`config.mk`:
```
export PLATFORM = sky130hd
export DESIGN_NAME = alu_share_arb_flat
export DESIGN_NICKNAME = d
export VERILOG_FILES = /design/src/rtl/alu_share_arb_if.sv /design/src/rtl/alu_share_arb.sv /design/src/flat_wrapper.sv
export SDC_FILE = /design/constraint.sdc
export NUM_CORES = 1
export LEC_CHECK = 0
export BUFFER_PORTS_ARGS = -buffer_cell sky130_fd_sc_hd__buf_2
export CAP_MARGIN = 10
export CORE_MARGIN = 10
export CORE_UTILIZATION = 41
export DETAILED_ROUTE_END_ITERATION = 12
export PLACE_DENSITY = 0.86
export SYNTH_ARGS = -nofsm -noshare
export SYNTH_HDL_FRONTEND = slang
export SYNTH_SLANG_ARGS = --single-unit
```
`constraint.sdc`:
```
create_clock -name clk -period 1.6 [get_ports clk]
set_clock_uncertainty 0.1 [all_clocks]
set_input_delay 0.24 -clock clk [delete_from_list [all_inputs] [get_ports clk]]
set_output_delay 0.24 -clock clk [all_outputs]
set_load 0.01 [all_outputs]
```
`src/rtl/alu_share_arb_if.sv`:
```
// Request/response and shared-ALU signal bundle for alu_share_arb.
// slave = arbiter side, master = requesters plus the external ALU.
interface alu_share_arb_if #(
    parameter int unsigned GPR_BIT = 32,
    parameter int unsigned OPC_BIT = 6,
    parameter int unsigned TAG_BIT = 4
) ();
    logic               req0_valid, req1_valid;
    logic               req0_ready, req1_ready;
    logic [OPC_BIT-1:0] req0_op,    req1_op;
    logic [GPR_BIT-1:0] req0_rs,    req1_rs;
    logic [GPR_BIT-1:0] req0_rt,    req1_rt;
    logic [TAG_BIT-1:0] req0_tag,   req1_tag;

    logic [OPC_BIT-1:0] alu_op;
    logic [GPR_BIT-1:0] alu_rs, alu_rt;
    logic [GPR_BIT-1:0] alu_rd_value;

    logic               rsp0_valid, rsp1_valid;
    logic               rsp0_ready, rsp1_ready;
    logic [GPR_BIT-1:0] rsp0_data,  rsp1_data;
    logic [TAG_BIT-1:0] rsp0_tag,   rsp1_tag;

    modport slave (
        input  req0_valid, req1_valid, req0_op, req1_op, req0_rs, req1_rs,
               req0_rt, req1_rt, req0_tag, req1_tag,
               rsp0_ready, rsp1_ready, alu_rd_value,
        output req0_ready, req1_ready, alu_op, alu_rs, alu_rt,
               rsp0_valid, rsp1_valid, rsp0_data, rsp1_data, rsp0_tag, rsp1_tag
    );

    modport master (
        output req0_valid, req1_valid, req0_op, req1_op, req0_rs, req1_rs,
               req0_rt, req1_rt, req0_tag, req1_tag,
               rsp0_ready, rsp1_ready, alu_rd_value,
        input  req0_ready, req1_ready, alu_op, alu_rs, alu_rt,
               rsp0_valid, rsp1_valid, rsp0_data, rsp1_data, rsp0_tag, rsp1_tag
    );
endinterface

```
`src/rtl/alu_share_arb.sv`:
```
// Round-robin time-sharing of one combinational ALU between the EX stage (port 0)
// and the auxiliary/debug path (port 1), with single-entry response slots.
module alu_share_arb #(
    parameter int unsigned GPR_BIT = 32,
    parameter int unsigned OPC_BIT = 6,
    parameter int unsigned TAG_BIT = 4
) (
    input  logic              clk,
    input  logic              rst_n,
    input  logic              flush,
    alu_share_arb_if.slave    bus
);
    typedef enum logic {IDLE, EXEC} state_t;

    state_t             state, state_nxt;
    logic               last_grant, owner;
    logic               elig0, elig1, grant_vld, grant, acc0, acc1;
    logic [OPC_BIT-1:0] op_q;
    logic [GPR_BIT-1:0] rs_q, rt_q;
    logic [TAG_BIT-1:0] tag_q;
    logic               rsp0_vld_q, rsp1_vld_q;
    logic [GPR_BIT-1:0] rsp0_data_q, rsp1_data_q;
    logic [TAG_BIT-1:0] rsp0_tag_q, rsp1_tag_q;

    // A port is eligible only once its slot is drained, so a pending result is never overwritten
    always_comb begin
        elig0          = bus.req0_valid && !rsp0_vld_q;
        elig1          = bus.req1_valid && !rsp1_vld_q;
        grant_vld      = elig0 || elig1;
        grant          = (elig0 && elig1) ? !last_grant : elig1;
        bus.req0_ready = (state == IDLE) && grant_vld && !grant && !flush;
        bus.req1_ready = (state == IDLE) && grant_vld && grant;
        acc0           = bus.req0_valid && bus.req0_ready;
        acc1           = bus.req1_valid && bus.req1_ready;
        state_nxt      = state;
        case (state)
            IDLE:    if (acc0 || acc1) state_nxt = EXEC;
            EXEC:    state_nxt = IDLE;
            default: state_nxt = IDLE;
        endcase
    end

    always_ff @(posedge clk or negedge rst_n) begin
        if (!rst_n) state <= IDLE;
        else        state <= state_nxt;
    end

    always_ff @(posedge clk or negedge rst_n) begin
        if (!rst_n) begin
            last_grant  <= 1'b1;
            owner       <= 1'b0;
            op_q        <= '0;
            rs_q        <= '0;
            rt_q        <= '0;
            tag_q       <= '0;
            rsp0_vld_q  <= 1'b0;
            rsp0_data_q <= '0;
            rsp0_tag_q  <= '0;
            rsp1_vld_q  <= 1'b0;
            rsp1_data_q <= '0;
            rsp1_tag_q  <= '0;
        end else begin
            if (acc0 || acc1) begin
                op_q       <= acc1 ? bus.req1_op  : bus.req0_op;
                rs_q       <= acc1 ? bus.req1_rs  : bus.req0_rs;
                rt_q       <= acc1 ? bus.req1_rt  : bus.req0_rt;
                tag_q      <= acc1 ? bus.req1_tag : bus.req0_tag;
                owner      <= acc1;
                last_grant <= acc1;
            end

            // Flush wins over both capture and drain: an in-flight port-0 result is dropped
            if (flush) begin
                rsp0_vld_q <= 1'b0;
            end else if (state == EXEC && !owner) begin
                rsp0_vld_q  <= 1'b1;
                rsp0_data_q <= bus.alu_rd_value;
                rsp0_tag_q  <= tag_q;
            end else if (rsp0_vld_q && bus.rsp0_ready) begin
                rsp0_vld_q <= 1'b0;
            end

            if (state == EXEC && owner) begin
                rsp1_vld_q  <= 1'b1;
                rsp1_data_q <= bus.alu_rd_value;
                rsp1_tag_q  <= tag_q;
            end else if (rsp1_vld_q && bus.rsp1_ready) begin
                rsp1_vld_q <= 1'b0;
            end
        end
    end

    assign bus.alu_op     = op_q;
    assign bus.alu_rs     = rs_q;
    assign bus.alu_rt     = rt_q;
    assign bus.rsp0_valid = rsp0_vld_q;
    assign bus.rsp0_data  = rsp0_data_q;
    assign bus.rsp0_tag   = rsp0_tag_q;
    assign bus.rsp1_valid = rsp1_vld_q;
    assign bus.rsp1_data  = rsp1_data_q;
    assign bus.rsp1_tag   = rsp1_tag_q;
endmodule

```
`src/flat_wrapper.sv`:
```
// flat-port wrapper written by rule: the top's interface ports become plain ports
module alu_share_arb_flat 
#(
    parameter int unsigned GPR_BIT = 32,
    parameter int unsigned OPC_BIT = 6,
    parameter int unsigned TAG_BIT = 4
)
  (clk, rst_n, flush, bus_req0_valid, bus_req1_valid, bus_req0_op, bus_req1_op, bus_req0_rs, bus_req1_rs, bus_req0_rt, bus_req1_rt, bus_req0_tag, bus_req1_tag, bus_rsp0_ready, bus_rsp1_ready, bus_alu_rd_value, bus_req0_ready, bus_req1_ready, bus_alu_op, bus_alu_rs, bus_alu_rt, bus_rsp0_valid, bus_rsp1_valid, bus_rsp0_data, bus_rsp1_data, bus_rsp0_tag, bus_rsp1_tag);
  alu_share_arb_if #(.GPR_BIT(GPR_BIT), .OPC_BIT(OPC_BIT), .TAG_BIT(TAG_BIT)) bus_i ();
  input  logic clk;
  input  logic rst_n;
  input  logic flush;
  input wire logic [$bits(bus_i.req0_valid)-1:0] bus_req0_valid;
  input wire logic [$bits(bus_i.req1_valid)-1:0] bus_req1_valid;
  input wire logic [$bits(bus_i.req0_op)-1:0] bus_req0_op;
  input wire logic [$bits(bus_i.req1_op)-1:0] bus_req1_op;
  input wire logic [$bits(bus_i.req0_rs)-1:0] bus_req0_rs;
  input wire logic [$bits(bus_i.req1_rs)-1:0] bus_req1_rs;
  input wire logic [$bits(bus_i.req0_rt)-1:0] bus_req0_rt;
  input wire logic [$bits(bus_i.req1_rt)-1:0] bus_req1_rt;
  input wire logic [$bits(bus_i.req0_tag)-1:0] bus_req0_tag;
  input wire logic [$bits(bus_i.req1_tag)-1:0] bus_req1_tag;
  input wire logic [$bits(bus_i.rsp0_ready)-1:0] bus_rsp0_ready;
  input wire logic [$bits(bus_i.rsp1_ready)-1:0] bus_rsp1_ready;
  input wire logic [$bits(bus_i.alu_rd_value)-1:0] bus_alu_rd_value;
  output wire logic [$bits(bus_i.req0_ready)-1:0] bus_req0_ready;
  output wire logic [$bits(bus_i.req1_ready)-1:0] bus_req1_ready;
  output wire logic [$bits(bus_i.alu_op)-1:0] bus_alu_op;
  output wire logic [$bits(bus_i.alu_rs)-1:0] bus_alu_rs;
  output wire logic [$bits(bus_i.alu_rt)-1:0] bus_alu_rt;
  output wire logic [$bits(bus_i.rsp0_valid)-1:0] bus_rsp0_valid;
  output wire logic [$bits(bus_i.rsp1_valid)-1:0] bus_rsp1_valid;
  output wire logic [$bits(bus_i.rsp0_data)-1:0] bus_rsp0_data;
  output wire logic [$bits(bus_i.rsp1_data)-1:0] bus_rsp1_data;
  output wire logic [$bits(bus_i.rsp0_tag)-1:0] bus_rsp0_tag;
  output wire logic [$bits(bus_i.rsp1_tag)-1:0] bus_rsp1_tag;
  assign bus_i.req0_valid = bus_req0_valid;
  assign bus_i.req1_valid = bus_req1_valid;
  assign bus_i.req0_op = bus_req0_op;
  assign bus_i.req1_op = bus_req1_op;
  assign bus_i.req0_rs = bus_req0_rs;
  assign bus_i.req1_rs = bus_req1_rs;
  assign bus_i.req0_rt = bus_req0_rt;
  assign bus_i.req1_rt = bus_req1_rt;
  assign bus_i.req0_tag = bus_req0_tag;
  assign bus_i.req1_tag = bus_req1_tag;
  assign bus_i.rsp0_ready = bus_rsp0_ready;
  assign bus_i.rsp1_ready = bus_rsp1_ready;
  assign bus_i.alu_rd_value = bus_alu_rd_value;
  assign bus_req0_ready = bus_i.req0_ready;
  assign bus_req1_ready = bus_i.req1_ready;
  assign bus_alu_op = bus_i.alu_op;
  assign bus_alu_rs = bus_i.alu_rs;
  assign bus_alu_rt = bus_i.alu_rt;
  assign bus_rsp0_valid = bus_i.rsp0_valid;
  assign bus_rsp1_valid = bus_i.rsp1_valid;
  assign bus_rsp0_data = bus_i.rsp0_data;
  assign bus_rsp1_data = bus_i.rsp1_data;
  assign bus_rsp0_tag = bus_i.rsp0_tag;
  assign bus_rsp1_tag = bus_i.rsp1_tag;
  alu_share_arb #(.GPR_BIT(GPR_BIT), .OPC_BIT(OPC_BIT), .TAG_BIT(TAG_BIT)) u_core (.clk(clk), .rst_n(rst_n), .flush(flush), .bus(bus_i));
endmodule
```
* Word level (Yosys, flattened, before mapping)
Cells that the tools add are included.
** Storage, ports and cells
- Register bits :: 151
- RAM bits :: 0
- Bits in latches :: 0
- Output and inout bits :: 146
- Bits in read-only memories :: 0
- Bits of input ports :: 187
- Word-level logic and storage cells :: 51
- Memories :: 0
** Cells by class
- Add/subtract/negate cells :: 0
- Muxes and demuxes :: 12
- Order comparisons :: 0
- Equal/unequal tests :: 0
- Reduce and logical (&&, ||, !) cells :: 24
- Shift operators :: 0
- Div/mod/pow operators :: 0
- Multipliers :: 0
- Bitwise gates (word level) :: 2
** Operators by type and width (number)
- 32-bit two-way mux :: 2
- 1-bit logical AND :: 13
- 1-bit two-way mux :: 7
- 1-bit zero test :: 6
- 6-bit two-way mux :: 1
- 4-bit two-way mux :: 1
- 3-bit nonzero test :: 1
- 1-bit logical OR :: 2
- 1-bit NOT :: 2
- 1-bit case mux with 2 select lines :: 1
- 2-bit AND reduction :: 1
- 2-bit nonzero test :: 1

* Logic depth before layout (Yosys ltp)
- Word-level depth :: 11
- Gate-level depth with buffers :: 6
- Mapped depth without buffers :: 4

* Worst setup path before layout
OpenSTA, ideal clock, no wires.
- Kind :: flip-flop to flip-flop
- Start :: register u_core.rsp0_vld_q, in the netlist u_core.bus.rsp0_valid
- End :: register u_core.rs_q[16], in the netlist u_core.bus.alu_rs[16]
- Path buffers :: 2
- Stages on the path, launching flop included :: 6
- Data required time :: 1.359 ns
- Period minus slack after synthesis :: 1.780 ns
- Setup time :: 0.141 ns
- Arrival time :: 1.539 ns
- Slack :: -0.180 ns
- Path through :: dfrtp_1 -> or4b_1 -> buf_2 -> clkbuf_1 -> o21ai_0 -> a31oi_1
** Between the ends
- Longest elaborated chain between the ends :: 9
- Elaborated cells between the ends (all ways) :: 14
- Those cells by class :: mux: 2; reduce/logical: 12
** Ends and longest elaborated chain
- start: declaration :: line alu_share_arb.sv:21 : logic rsp0_vld_q, rsp1_vld_q;
- start signal: assignment :: line alu_share_arb.sv:56 : rsp0_vld_q <= 1'b0;
- start signal: assignment :: line alu_share_arb.sv:74 : rsp0_vld_q <= 1'b0;
- start signal: assignment :: line alu_share_arb.sv:76 : rsp0_vld_q <= 1'b1;
- 1-bit zero test (*) :: line alu_share_arb.sv:27 : elig0 = bus.req0_valid && !rsp0_vld_q;
- 1-bit logical AND (*) :: line alu_share_arb.sv:27
- 1-bit logical AND :: line alu_share_arb.sv:30 : grant = (elig0 && elig1) ? !last_grant : elig1;
- 1-bit two-way mux :: line alu_share_arb.sv:30
- 1-bit zero test :: line alu_share_arb.sv:31 : bus.req0_ready = (state == IDLE) && grant_vld && !grant && !flush;
- 1-bit logical AND (2 in a row) :: line alu_share_arb.sv:31
- 1-bit logical AND :: line alu_share_arb.sv:33 : acc0 = bus.req0_valid && bus.req0_ready;
- 1-bit logical OR :: line alu_share_arb.sv:63 : if (acc0 || acc1) begin
- end signal: assignment :: line alu_share_arb.sv:65 : rs_q <= acc1 ? bus.req1_rs : bus.req0_rs;
- end: declaration :: line alu_share_arb.sv:19 : logic [GPR_BIT-1:0] rs_q, rt_q;
Mark *: on every way between the ends. The rest lies on a longest branch, timed or not.
A chain may end at the register's enable or synchronous reset.

* Worst setup path after layout
- Start :: register u_core.state
- End :: register u_core.op_q[0], in the netlist u_core.bus.alu_op[0]
** Between the ends
- Longest elaborated chain between the ends :: 6
- Elaborated cells between the ends (all ways) :: 9
- Those cells by class :: mux: 1; bitwise: 1; reduce/logical: 7
** Ends and longest elaborated chain
- start: declaration :: line alu_share_arb.sv:15 : state_t state, state_nxt;
- start signal: assignment :: line alu_share_arb.sv:45 : else state <= state_nxt;
- 1-bit NOT (*) :: line alu_share_arb.sv:31, alu_share_arb.sv:32
- 1-bit logical AND (*) :: line alu_share_arb.sv:31, alu_share_arb.sv:32
- 1-bit logical AND (2 in a row) :: line alu_share_arb.sv:31
- 1-bit logical AND :: line alu_share_arb.sv:33
- 1-bit logical OR :: line alu_share_arb.sv:63
- end signal: assignment :: line alu_share_arb.sv:64 : op_q <= acc1 ? bus.req1_op : bus.req0_op;
- end: declaration :: line alu_share_arb.sv:18 : logic [OPC_BIT-1:0] op_q;
Marks and branches as above.

==> results by stage <==
Worst setup path:
- For the worst setup path, the data arrival time is approximately 2.2 ns.
- The maximum net fanout on the critical path is 6.
- At the worst endpoint, the required time is 1.81 ns.
- By startpoint and endpoint, the worst setup path is classified as flip-flop to flip-flop.
- The endpoint type of the worst setup path is a flip-flop.
- The critical path startpoint category is a flip-flop.

Global route:
- The pin count of the biggest net entering global routing is 50.
- The total grt overflow is 0.
- The global-route wire length before repair is about 50 mm.
- The initial antenna violation count is 11.
- The global-route total usage across every layer is a little under a third.
- The number of global-route vias before repair is around 8600.

Synth:
- The synthesized netlist devotes between 10% and 20% of its cell area to compound gates.
- The portion of the post-synthesis area used by sequential elements is a little under three fifths.
- The post-synthesis cell type with the largest combined area is dfrtp_1.
- Counting flops with a built-in enable in the synthesized netlist gives 0.
- The synthesized-area fraction occupied by adder cells is 0%.
- The simple-gate area share of the yosys netlist is between 10% and 20%.
- The leading cell type by number of instances after synthesis is dfrtp_1.
- The total of flip-flops plus latches after synthesis is approximately 150.
- The synthesized netlist cell count is around 600.
- In the synthesized netlist, the cells that appear most often are dfrtp_1, a31oi_1, nand3_1, nor3_1, mux2_2.
- Summing the areas of all xor and xnor instances in the mapped netlist gives 0% of the synthesized area.
- The async set-or-reset flop fraction in the synthesized netlist is 100.0%.
- After synthesis, the mean cell area works out to between 10 and 15 µm².
- The proportion of synthesized area in mux cells is about 12%.
- The mapped netlist covers roughly 0.0066 mm².
- By area the synthesized netlist is led by dfrtp_1, mux2_2, a31oi_1, nand3_1, nor3_1.
- The number of nets produced by synthesis is approximately 800.
- The top-area cell type share of the netlist area is 57.14%.
- The Yosys step of the flow raised 0 warnings.
- After synthesis, the largest family of logic cells by area is compound AO/OA/AOI/OAI gates.
- The number of different library cells used by synthesis comes to 24.
- The dominant synthesized flop cell is dfrtp_1.

Die:
- Once the floorplan was initialized, standard cells occupied around two fifths of the core.
- The count of pins on the block boundary is around 330.
- The floorplan step set the die height to between 100 and 150 µm.
- The initialized floorplan defines 46 standard-cell rows.
- In this run the standard cell core region covers 0.01577 mm².
- The horizontal die dimension is ~150 µm.
- The area of the die is around 0.021 mm².

Placement:
- Summing all placed instances gives a cell area of 0.008748 mm².
- The final estimated routing congestion in global placement is between 0.9 and 1.
- Prior to clock tree synthesis, the placed netlist has a worst setup slack of -0.2395 ns.
- The port buffer count is about 330.
- The post-DP HPWL is about 18 mm.

Timing:
- The final-report hold violation count is 0.
- The worst-case headroom to the max-slew limit is between 60% and 70%.
- Setup total negative slack on the finished layout was measured at -29.46 ns.
- The transition time at the pin with the least slew margin is roughly 0.5 ns.
- The worst path uses 127.0% of the clock period.
- Across all hold checks on the routed design, the worst slack comes to ~0.016 ns.
- Setup repair after global routing could not meet its margin everywhere.
- Timing would allow up to roughly 490 MHz.
- After layout, the worst setup slack is -0.4327 ns.
- The count of final max-slew check failures is 0.
- The number of endpoints failing setup at the final stage is roughly 120.
- The clock period minus final worst setup slack is a little over 2 ns.

Min path:
- The min-delay analysis places its worst path in the category input port to flip-flop.

Status:
- The checks that failed: negative setup slack.
- The run finished, with violations left.

Clocking:
- The cell sitting at the root of the clock tree is a clkbuf_16.
- The number of buffers between clock root and the deepest sink is 2.
- The clock sink count is about 150.
- The later pin in the worst-skew pair is clocked with a latency of ~0.42 ns.
- The clock input transition at the sequential cells of the worst setup and hold paths is approximately 0.07 ns.
- Counting the buffers created by CTS gives 17.
- TritonCTS built the clock tree.
- The count of H-tree levels built during CTS is 4.

Drt:
- The wire length on met3 is around 3.2 mm.
- The average vias per placed instance is 5.972.
- The first detailed-routing pass ran for 7 iterations.
- The number of antenna-violating nets in the routed design is 0.
- For this run, design rule violations remaining after detail routing come to 0.
- Routed signal wires occupy layers up through met4.
- The initial detailed-routing violation count is about 700.
- The met1 layer wirelength in the final routing is about 12 mm.
- The routed length per instance is 27.27 µm.
- The wire length after detailed routing is 37.22 mm.
- Detailed routing placed a total of ~19 mm of wire on met2.
- The routed layout has 8152 vias.

Layout:
- The finished layout cell area is roughly 0.013 mm².
- Cells fill between 80% and 90% of the core in the end.
- In the final layout, the share of cells above drive strength 1 is 58.61%.
- The total of fill cells in the finished design is 847.
- The area growth from synthesis to final layout is 95.52%.
- The area of all sequential standard cells is 0.003781 mm².
- The footprint of the multi-input gates is between 0.003 and 0.004 mm².
- The count of nets after finishing is between 1000 and 1500.

Power and ir drop:
- In this run the power density over the cells is 1844 mW/mm².
- The largest voltage drop on the vdd net is roughly 1 mV.
- The static leakage is 5.752 nW.

Run:
- Across the run, the number of max-cap violations was 0.
logic make-up (layout without fill, tap and decap cells):
logic type	Yosys count	after routing
multiplexers	72	72
buffers and inverters	67	601
AO/OA/AOI/OAI	150	150
other	0	11
flip-flops	151	151
AND/OR/NAND/NOR	163	164
per-stage QoR:
| step | instances | total power (W) |
|---|---|---|
| CTS | 1343 | 0.02152 |
| detailed placement | 1126 | 0.01532 |
| floorplan | 603 | 0.01133 |
| global route | 1365 | 0.02453 |
| finish | 1365 | 0.02368 |
| global placement | 1126 | 0.01499 |
timing repair:
item / 4_1_cts / 5_1_grt
pin swaps: 34 / 99
endpoints found under the hold margin: 172 / 0
hold buffers: 142 / 0
setup buffers: 21 / 11
gates resized for setup: 123 / 184
cloned: 22 / 8
setup endpoints to repair: 91 / 153
cell type report:
class | count | share of cell area (%)
repair buffers | 566 | 36.46
multi-input cells | 386 | 26.86
flip-flops and latches | 151 | 29.44
well taps | 216 | 2.104
diodes | 11 | 0.2143
clock inverters | 14 | 1.413
clock buffers | 18 | 3.419
inverters | 3 | 0.08768
report_power, final:
| group | switching [W] | leakage [nW] | internal (W) |
|---|---|---|---|
| Sequential | 0.00147 | 1.76 | 0.00581 |
| Combinational | 0.00628 | 3.69 | 0.00585 |
| Clock | 0.00184 | 0.303 | 0.00243 |
| Total | 0.00959 | 5.75 | 0.0141 |
critical path, stage by stage (launching register included):
cell	delay, ns
dfrtp_1	0.39
buf_6	0.13
buf_6	0.11
nor4b_4	0.22
buf_6	0.15
buf_6	0.11
buf_12	0.14
buf_4	0.12
buf_12	0.12
nand3_1	0.08
a31oi_1	0.24
sequential cells by signal (all words and copies together) (netlist names):
signal,count
u_core.bus.alu_op,6
u_core.bus.alu_rs,32
u_core.bus.alu_rt,32
u_core.bus.rsp0_data,32
u_core.bus.rsp0_tag,4
u_core.bus.rsp0_valid,1
u_core.bus.rsp1_data,32
u_core.bus.rsp1_tag,4
u_core.bus.rsp1_valid,1
u_core.last_grant,1
u_core.owner,1
u_core.state,1
u_core.tag_q,4
final timing paths:
path	startpoint	endpoint	slack [ns]	cells after the start
setup / recovery	u_core.state$_DFF_PN0_	u_core.bus.alu_op[0]$_DFFE_PN0P_	-0.43	10
hold / removal	bus_req1_rs[23]	u_core.bus.alu_rs[23]$_DFFE_PN0P_	0.02	3
setup reg to reg	u_core.state$_DFF_PN0_	u_core.bus.alu_op[0]$_DFFE_PN0P_	-0.43	10
hold reg to reg	u_core.last_grant$_DFFE_PN1P_	u_core.last_grant$_DFFE_PN1P_	0.39	2
max in group asynchronous	rst_n	u_core.bus.alu_rs[4]$_DFFE_PN0P_	0.54	3
min in group asynchronous	rst_n	u_core.bus.rsp0_data[29]$_DFFE_PN0P_	0.25	2
cells in the final DEF, fill, tap and decap left out, types with 2 or more instances in the layout:
cell type	netlist	routed
buf_16	0	13
dfrtp_1	150	149
o21ai_4	0	8
inv_2	0	2
nand3_1	74	34
nor3_1	74	57
dlygate4sd3_1	0	142
a31oi_1	74	64
or2_4	0	2
nand3_4	0	6
buf_2	7	329
nand3_2	0	34
buf_6	3	19
a31oi_4	0	6
mux2_2	72	36
nand2_2	0	2
inv_6	0	5
o21ai_2	0	48
buf_4	1	20
buf_8	0	3
nand2_1	5	3
mux2_4	0	36
a31oi_2	0	4
o21ai_1	5	16
diode_2	0	11
or3b_4	0	2
nor3_4	0	5
o21ai_0	70	3
or4b_4	0	2
buf_12	0	32
bufinv_16	0	2
nor3b_4	0	2
clkbuf_16	0	24
inv_8	0	4
nor3_2	0	12
per-layer routing:
layer	GRT usage, %	vias to the layer above
met1	32.37	3935
met5	0	-
li1	-	3318
met3	7.756	233
met4	19.62	0
met2	51.43	666
(Power assumes the default switching activity.)
